### config.mk
export PLATFORM = sky130hd
export DESIGN_NAME = cdb_arbiter
export DESIGN_NICKNAME = d
export VERILOG_FILES = /design/src/rtl/cdb_arbiter_pkg.sv /design/src/rtl/cdb_arbiter_rr_psel.sv /design/src/rtl/cdb_arbiter.sv
export SDC_FILE = /design/constraint.sdc
export NUM_CORES = 1
export LEC_CHECK = 0
export CORE_AREA = 2 2 156 158
export CTS_BUF_LIST = sky130_fd_sc_hd__clkbuf_16
export DETAILED_ROUTE_END_ITERATION = 8
export DIE_AREA = 0 0 158 160
export PLACE_DENSITY = 0.58
export SLEW_MARGIN = 20
export SYNTH_ARGS = -nofsm -noshare
export SYNTH_HDL_FRONTEND = slang
export SYNTH_HIERARCHICAL = 1
export SYNTH_SLANG_ARGS = --single-unit
### constraint.sdc
create_clock -name clock -period 15.1 [get_ports clock]
set_input_delay 3.02 -clock clock [delete_from_list [all_inputs] [get_ports clock]]
set_output_delay 3.02 -clock clock [all_outputs]
set_load 0.01 [all_outputs]
### src/rtl/cdb_arbiter_pkg.sv
// Shared types and sizing for the common data bus arbiter.
//   cdb_packet_t : one CDB broadcast / one functional-unit result
//   width_of()   : index width for a value range, never below 1 bit
package cdb_arbiter_pkg;

  localparam int NUM_FU_ALU       = 2;
  localparam int NUM_FU_MULT      = 1;
  localparam int NUM_FU_LOAD      = 1;
  localparam int NUM_FU_TOTAL     = NUM_FU_ALU + NUM_FU_MULT + NUM_FU_LOAD;
  localparam int CDB_N            = 2;
  localparam int CDB_STARVE_LIMIT = 4;
  localparam int PRN_W            = 6;
  localparam int XLEN             = 32;

  typedef logic [$clog2(NUM_FU_TOTAL)-1:0] cdb_req_idx_t;

  typedef struct packed {
    logic             valid;
    logic [PRN_W-1:0] dest_prn;
    logic [XLEN-1:0]  value;
  } cdb_packet_t;

  function automatic int width_of(input int unsigned count);
    return (count <= 1) ? 1 : $clog2(count);
  endfunction

endpackage

### src/rtl/cdb_arbiter_rr_psel.sv
// Rotating-priority multi-grant selector (combinational).
//   req_i        : eligible requesters
//   rr_ptr_i     : requester scanned first
//   mask_i       : requesters already granted elsewhere (excluded)
//   first_lane_i : 1 when lane 0 is already taken, rotation starts at lane 1
//   gnt_bus_o    : one-hot grant per lane (all-zero = lane unused)
//   last_idx_o   : requester index of the last rotation grant
//   any_gnt_o    : at least one rotation grant issued
module cdb_arbiter_rr_psel
  import cdb_arbiter_pkg::*;
#(
  parameter  int N     = CDB_N,
  parameter  int REQS  = NUM_FU_TOTAL,
  localparam int IDX_W = width_of(REQS)
) (
  input  logic [REQS-1:0]         req_i,
  input  logic [IDX_W-1:0]        rr_ptr_i,
  input  logic [REQS-1:0]         mask_i,
  input  logic                    first_lane_i,
  output logic [N-1:0][REQS-1:0]  gnt_bus_o,
  output logic [IDX_W-1:0]        last_idx_o,
  output logic                    any_gnt_o
);

  logic [2*REQS-1:0]       req_dbl;
  logic [2*REQS-1:0]       req_shift;
  logic [REQS-1:0]         rot_req;
  logic [N-1:0][REQS-1:0]  rot_gnt;
  logic [2*REQS-1:0]       gnt_dbl;
  logic [IDX_W:0]          last_sum;
  int                      cnt;
  int                      last_k;

  // Work in a rotated frame where position k is requester (rr_ptr + k) mod REQS,
  // so a plain low-to-high scan gives rotating priority; rotate back afterwards.
  always_comb begin
    req_dbl   = {req_i & ~mask_i, req_i & ~mask_i};
    req_shift = req_dbl >> rr_ptr_i;
    rot_req   = req_shift[REQS-1:0];
    rot_gnt   = '0;
    gnt_bus_o = '0;
    gnt_dbl   = '0;
    any_gnt_o = 1'b0;
    last_k    = 0;
    cnt       = first_lane_i ? 1 : 0;
    for (int k = 0; k < REQS; k++) begin
      if (rot_req[k] && (cnt < N)) begin
        for (int l = 0; l < N; l++) begin
          if (cnt == l) rot_gnt[l][k] = 1'b1;
        end
        last_k    = k;
        any_gnt_o = 1'b1;
        cnt       = cnt + 1;
      end
    end
    for (int l = 0; l < N; l++) begin
      gnt_dbl      = {rot_gnt[l], rot_gnt[l]} << rr_ptr_i;
      gnt_bus_o[l] = gnt_dbl[2*REQS-1:REQS];
    end
    last_sum = {1'b0, rr_ptr_i} + (IDX_W+1)'(last_k);
    if (last_sum >= (IDX_W+1)'(REQS)) last_sum = last_sum - (IDX_W+1)'(REQS);
    last_idx_o = last_sum[IDX_W-1:0];
  end

endmodule

### src/rtl/cdb_arbiter.sv
// Common data bus arbiter: grants up to N completing functional units per cycle
// onto the CDB and drives the registered broadcast one cycle later.
//   clock, reset  : rising-edge clock, asynchronous active-low reset
//   squash        : pipeline flush, no grants this cycle
//   fu_result     : per-FU result, .valid is the request
//   fu_ack        : combinational grant/acknowledge per FU
//   cdb_packet    : registered broadcast lanes
//   dbg_rr_ptr_o  : current rotation pointer (observability)
// Handshake: fu_result[i].valid is the request and its payload must stay
// stable until fu_ack[i] is seen high in the same cycle; the FU may then drop
// or replace it on the next cycle (a replacement is a brand-new request).
module cdb_arbiter
  import cdb_arbiter_pkg::*;
#(
  parameter  int N            = CDB_N,
  parameter  int REQS         = NUM_FU_TOTAL,
  parameter  int STARVE_LIMIT = CDB_STARVE_LIMIT,
  localparam int IDX_W        = width_of(REQS),
  localparam int CNT_W        = width_of(STARVE_LIMIT + 1)
) (
  input  logic                   clock,
  input  logic                   reset,
  input  logic                   squash,
  input  cdb_packet_t [REQS-1:0] fu_result,
  output logic [REQS-1:0]        fu_ack,
  output cdb_packet_t [N-1:0]    cdb_packet,
  output logic [IDX_W-1:0]       dbg_rr_ptr_o
);

  logic [IDX_W-1:0]            rr_ptr_q, rr_ptr_d;
  logic [REQS-1:0][CNT_W-1:0]  wait_cnt_q, wait_cnt_d;
  cdb_packet_t [N-1:0]         cdb_q, cdb_d;

  logic [REQS-1:0]             req;
  logic [REQS-1:0]             frc_oh;
  logic                        frc_vld;
  logic [N-1:0][REQS-1:0]      rot_gnt;
  logic [N-1:0][REQS-1:0]      lane_gnt;
  logic [REQS-1:0]             gnt_any;
  logic [IDX_W-1:0]            rot_last;
  logic                        rot_any;

  always_comb begin
    for (int i = 0; i < REQS; i++) req[i] = fu_result[i].valid & ~squash;
  end

  // Starvation pre-pick: descending scan so the lowest starved index wins.
  always_comb begin
    frc_vld = 1'b0;
    frc_oh  = '0;
    for (int i = REQS - 1; i >= 0; i--) begin
      if (req[i] && (wait_cnt_q[i] >= CNT_W'(STARVE_LIMIT))) begin
        frc_vld   = 1'b1;
        frc_oh    = '0;
        frc_oh[i] = 1'b1;
      end
    end
  end

  cdb_arbiter_rr_psel #(
    .N    (N),
    .REQS (REQS)
  ) u_psel (
    .req_i        (req),
    .rr_ptr_i     (rr_ptr_q),
    .mask_i       (frc_oh),
    .first_lane_i (frc_vld),
    .gnt_bus_o    (rot_gnt),
    .last_idx_o   (rot_last),
    .any_gnt_o    (rot_any)
  );

  // Lane merge: the forced grant owns lane 0; rotation already skipped it.
  always_comb begin
    lane_gnt = rot_gnt;
    if (frc_vld) lane_gnt[0] = frc_oh;
    gnt_any = '0;
    for (int l = 0; l < N; l++) gnt_any = gnt_any | lane_gnt[l];
  end

  assign fu_ack = reset ? gnt_any : '0;

  always_comb begin
    for (int l = 0; l < N; l++) begin
      cdb_d[l] = '0;
      for (int i = 0; i < REQS; i++) begin
        if (lane_gnt[l][i]) cdb_d[l] = fu_result[i];
      end
      cdb_d[l].valid = |lane_gnt[l];
    end
  end

  // Only rotation grants advance the pointer; forced grants leave it alone.
  always_comb begin
    rr_ptr_d = rr_ptr_q;
    if (rot_any) rr_ptr_d = (rot_last == IDX_W'(REQS - 1)) ? '0 : rot_last + IDX_W'(1);
  end

  always_comb begin
    for (int i = 0; i < REQS; i++) begin
      if (!req[i] || gnt_any[i])
        wait_cnt_d[i] = '0;
      else if (wait_cnt_q[i] != CNT_W'(STARVE_LIMIT))
        wait_cnt_d[i] = wait_cnt_q[i] + CNT_W'(1);
      else
        wait_cnt_d[i] = wait_cnt_q[i];
    end
  end

  always_ff @(posedge clock or negedge reset) begin
    if (!reset) begin
      rr_ptr_q   <= '0;
      wait_cnt_q <= '0;
      cdb_q      <= '0;
    end else begin
      rr_ptr_q   <= rr_ptr_d;
      wait_cnt_q <= wait_cnt_d;
      cdb_q      <= cdb_d;
    end
  end

  assign cdb_packet   = cdb_q;
  assign dbg_rr_ptr_o = rr_ptr_q;

endmodule

# ---- After elaboration in Yosys (flattened, before gate mapping)
# Index checks and enable logic that the tools add are counted.
dict set report word_totals {
  word_cells 131
  out_inout_bits 84
  register_bits 92
  input_bits 159
}
dict set report classes {
  n_reduce_logical 26
  n_shift 3
  n_bitwise 8
  mux 55
  n_addsub 10
  magnitude_cmp 9
  n_eq_ne 9
}
# cell count
set op_table {}
lappend op_table {{two-way mux 38 bit} 8}
lappend op_table {{== test 32 x 2 -> 1 bit (second input constant)} 4}
lappend op_table {{logical NOT 32 bit} 4}
lappend op_table {{less-than comparator 32 x 3 -> 1 bit (second input constant)} 4}
lappend op_table {{adder 32 x 2 -> 32 bit (second input constant)} 3}
lappend op_table {{two-way mux 32 bit} 3}
lappend op_table {{two-way mux 1 bit} 26}
lappend op_table {{two-way mux 3 bit} 8}
lappend op_table {{two-way mux 4 bit} 6}
lappend op_table {{left shift 8 x 2 -> 8 bit} 2}
lappend op_table {{greater-or-equal comparator 3 bit (second input constant)} 5}
lappend op_table {{adder 3 x 1 -> 3 bit (second input constant)} 4}
lappend op_table {{inequality test 3 bit (second input constant)} 4}
lappend op_table {{logical AND 1 bit} 8}
lappend op_table {{two-way mux 2 bit} 4}
lappend op_table {{nonzero test 2 bit} 4}
lappend op_table {{OR reduction 4 bit} 2}
lappend op_table {{>> shifter 8 x 2 -> 4 bit} 1}
lappend op_table {{bitwise AND 1 bit} 4}
lappend op_table {{bitwise AND 4 bit} 1}
lappend op_table {{logical NOT 1 bit} 4}
lappend op_table {{logical OR 1 bit} 4}
lappend op_table {{inverter 4 bit} 1}
lappend op_table {{bitwise OR 4 bit} 1}
lappend op_table {{other kinds (5)} 5}

# ---- Longest topological paths before layout
dict set report logic_depth {
  depth_word 27
  depth_mapped 24
  ltp_nobuf 23
}

# ---- By module
# The synthesis kept the hierarchy.
# module cells_each instances area_per_inst_um2 seq_area_each_um2
set modules_own_cells {}
lappend modules_own_cells {cdb_arbiter 632 1 5565.3 2302.2}
lappend modules_own_cells {cdb_arbiter_rr_psel 98 1 744.5 0.0}

# ---- Least setup slack after synthesis
# OpenSTA, ideal clock, no wires.
dict set report synth_path {
  path_kind {input to output}
  from {input port fu_result[116] (netlist name)}
  to {output port fu_ack[1]}
  n_path_buf 1
  t_arrival_ps 6815
  required_ps 12080
  slack_ps 5265
  path_stages 20
  path_cell_list {nor2b_1 nand2_1 nor2_1 nor2b_1 mux2i_1 mux2_2 inv_1 ha_1 inv_1 o41ai_4 fa_1 inv_1 ha_1 nand3_1 a2bb2oi_2 o21ai_1 o211ai_1 a21oi_2 buf_2 o21a_1}
}
# element line
set synth_rtl {}
lappend synth_rtl {{start: declaration} cdb_arbiter.sv:24} ;# input cdb_packet_t [REQS-1:0] fu_result,
lappend synth_rtl {{end: declaration} cdb_arbiter.sv:25} ;# output logic [REQS-1:0] fu_ack,

==> summary.md <==
| Metric | Value |
|---|---|
| Status | completed |
| FFs w/ async S/R, synth | 1.00 |
| Core area | 23,800 sq um |
| Psw | 731 uW |
| Metal-1 WL | 10.6 mm |
| Global-route wire length before repair | 37.4 mm |
| Die ar. | 25,300 sq um |
| Cells resized by post-CTS repair | 0 |
| Final worst-path cycle share | 0.820 |
| Final hold violation count | 0 |
| Register area share after synthesis | 0.365 |
| Final clock skew | 0.00914 ns |
| Post-DRT Antenna Nets | 0 |
| Syn avg cell area | 8.64 sq um |
| DR vias | 6,562 |
| Vias in the first global route | 6,434 |
| DR WL met2 | 11.4 mm |
| Power Internal | 922 uW |
| Placed Area | 8970 sq um |
| DRC errors left | 0 |
| Layout area overhead | 47.0% |
| Synth Register Bits | 92 |
| Largest area contributor in the netlist | dfrtp_1 |
| I/O Pins | 243 |
| Setup WS pre-CTS | 2.70 ns |
| RSZ-0062 raised after global routing | no |
| FMAX | 80.7 MHz |
| Max clock buf depth | 2 |
| Sequential share of power | 0.226 |
| Routed len/inst | 19.7 microns |
| GPL Wtd Cong | 0.882 |
| Leak Pwr | 0.00336 uW |
| Post-synth EDFFs | 0 |
| Initial antenna violation count | 0 |
| Clk slew on worst S/H paths | 0.07 ns |
| Worst setup slack after layout | 2.71 ns |
| Mapped Area | 6310 sq um |
| Power Density | 178 nW/um^2 |
| Critical Path Start Type | input pin |
| Dpl hpwl | 16.8 mm |
| Layout cell share with drive strength beyond 1 | 0.101 |
| Most common cell in the netlist | a21oi_1 |
| Final net count | 1,106 |
| Drt first pass iters | 5 |
| Highest routing layer actually used | met4 |
| Final Setup Violations | 0 |
| Via/cell ratio | 5.22 |
| Sink Count | 92 |
| CTS tree | done |
| Crit end category | output port |
| Clock network fraction of total power | 0.144 |
| Sw frac | 0.442 |
| H-tree depth | 3 |
| Grt ovf | 0 |
| Critical path arrival | 9.37 ns |
| Clock Tree Root | clkbuf_16 |
| DIE HEIGHT | 160 microns |
| Sum Neg Setup Slack | 0 ns |
| Row count | 57 |
| Max-slew violations | 0 |
| Synthesized instance count | 730 |
| Crit path kind | input pin to output port |
| Unique masters post-synth | 64 |
| Hold Crit Class | flip-flop to flip-flop |
| Worst Tran Pin Value | 1.04 ns |
| # Max-Cap Violations | 0 |
| Dominant cells by area after synthesis | dfrtp_1 36%, a21oi_1 8.6%, nand2_1 5.9% |
| Commonest register cell after synthesis | dfrtp_1 |
| PortBufs | 242 |
| CP max FO | 40 |
| 1st-iter DRT viols | 405 |
| Gate power share | 0.631 |
| Synth top cells by count | 109 x a21oi_1, 100 x nand2_1, 92 x dfrtp_1, 75 x o21ai_0, 46 x clkbuf_1 |
| Max transition margin | 0.309 |
| Ant diodes | 0 |
| Gr usage total | 0.192 |
| Largest net degree at the start of global routing | 79 |
| Fin crit period | 12.39 ns |
| Worst skew pair latency | 0.35 ns |
| Met3 WL | 1.91 mm |
| Postcts setup bufs | 0 |
| YS warnings | 6 |
| Die Wd | 158 microns |
| # hold bufs at CTS | 0 |
| Initial Util | 0.265 |
| Worst vdd ir | 0.0000775 V |
| Cts bufs inserted | 9 |
| Total Wirelength | 24.8 mm |
| Worst Path Required | 12.08 ns |
| Net Count, Synth | 907 |
| Final Cell Area | 9270 sq um |
| Yosys top cell area share | 0.365 |
## metrics by stage
| step | hold WS [ns] | power (uW) | std cells | util |
|---|---|---|---|---|
| 2_1_floorplan | 0.536 | 1030 | 730 | - |
| 5_1_grt | 0.603 | 1770 | 1258 | 0.389 |
| 4_1_cts | 0.575 | 1660 | 1257 | 0.389 |
| 3_5_place_dp | 0.564 | 1420 | 1241 | 0.376 |
| 3_3_place_gp | 0.554 | 1420 | 1241 | 0.376 |
| 6_report | 0.570 | 1650 | 1258 | 0.389 |
## per-layer routing
metal | track usage | up-vias
met4 | 0.0872 | 0
li1 | - | 3086
met2 | 0.309 | 334
met5 | 0 | -
met3 | 0.0326 | 48
met1 | 0.252 | 3094
## path summary, 6_finish.rpt
path	from	to	slack [ns]	cells after the start
max	squash	fu_ack[2]	2.71	23
min	wait_cnt_q[0]	wait_cnt_q[0]	0.57	2
max reg2reg	wait_cnt_q[2]	cdb_packet[6]	8.32	22
min reg2reg	wait_cnt_q[0]	wait_cnt_q[0]	0.57	2
max in group asynchronous	reset	cdb_packet[22]	11.28	2
min in group asynchronous	reset	wait_cnt_q[7]	2.64	1
## placed cells by master, fill, tap and decap left out, types with 8 or more instances in the layout
master / Yosys / final
a22oi_1: 21 / 21
nor2b_1: 8 / 8
ha_1: 17 / 17
nor2_1: 16 / 16
clkdlybuf4s50_1: 0 / 241
a21oi_2: 22 / 21
o21ai_0: 75 / 75
nand2_1: 100 / 100
nand3b_1: 40 / 40
dfrtp_1: 92 / 92
o21ai_1: 12 / 8
buf_4: 4 / 13
clkbuf_16: 0 / 9
a22oi_2: 20 / 20
inv_1: 17 / 17
a21oi_1: 109 / 109
o32ai_1: 38 / 38
## power groups by stage
stage / logic, uW / clock network, uW / registers (uW)
global placement: 1040 / 0 / 379
CTS: 1050 / 245 / 373
global route: 1140 / 254 / 380
floorplan: 635 / 0 / 400
detailed placement: 1040 / 0 / 377
finish: 1040 / 237 / 373
## cell type report
| class | count | area [sq um] |
|---|---|---|
| clock inverter | 7 | 73.8 |
| timing repair buffer | 254 | 2510 |
| tap | 324 | 405 |
| fill | 2423 | 14500 |
| multi-input combinational | 555 | 3690 |
| inverter | 17 | 63.8 |
| sequential | 92 | 2300 |
| clock buffer | 9 | 225 |
## worst max-delay path, stage by stage
cell and delay (ns):
clkdlybuf4s50_1 0.77, nor2b_2 0.12, nand2_1 0.09, buf_4 0.44, inv_1 0.29, nor3_1 0.33, nor2b_1 0.12, mux2i_1 0.14
mux2_2 0.24, inv_1 0.09, ha_1 0.27, inv_1 0.15, o41ai_4 0.12, fa_1 0.59, inv_1 0.11, ha_1 0.29
nand3_1 0.17, a2bb2oi_2 0.24, o21ai_1 0.12, nand2_1 0.07, a21o_2 0.81, a21boi_0 0.24, clkdlybuf4s50_1 0.53
## cells by family (layout without fill, tap and decap cells)
kind of cell,count (synthesis),in the layout,share of synthesized area
and+or+nand+nor,206,206,0.174
muxes,7,7,0.0145
DFF,92,92,0.365
AOI/OAI and AO/OA,319,319,0.341
buffers and inverters,83,287,0.0613
xor gates and xnor gates,5,5,0.00694
adders and majority gates,18,18,0.0369
## registers in the layout, summed over array words and instances (netlist names)
register      flops
wait_cnt_q       12
cdb_packet       78
dbg_rr_ptr_o      2
Note: power is estimated with default switching activity, not from simulation.
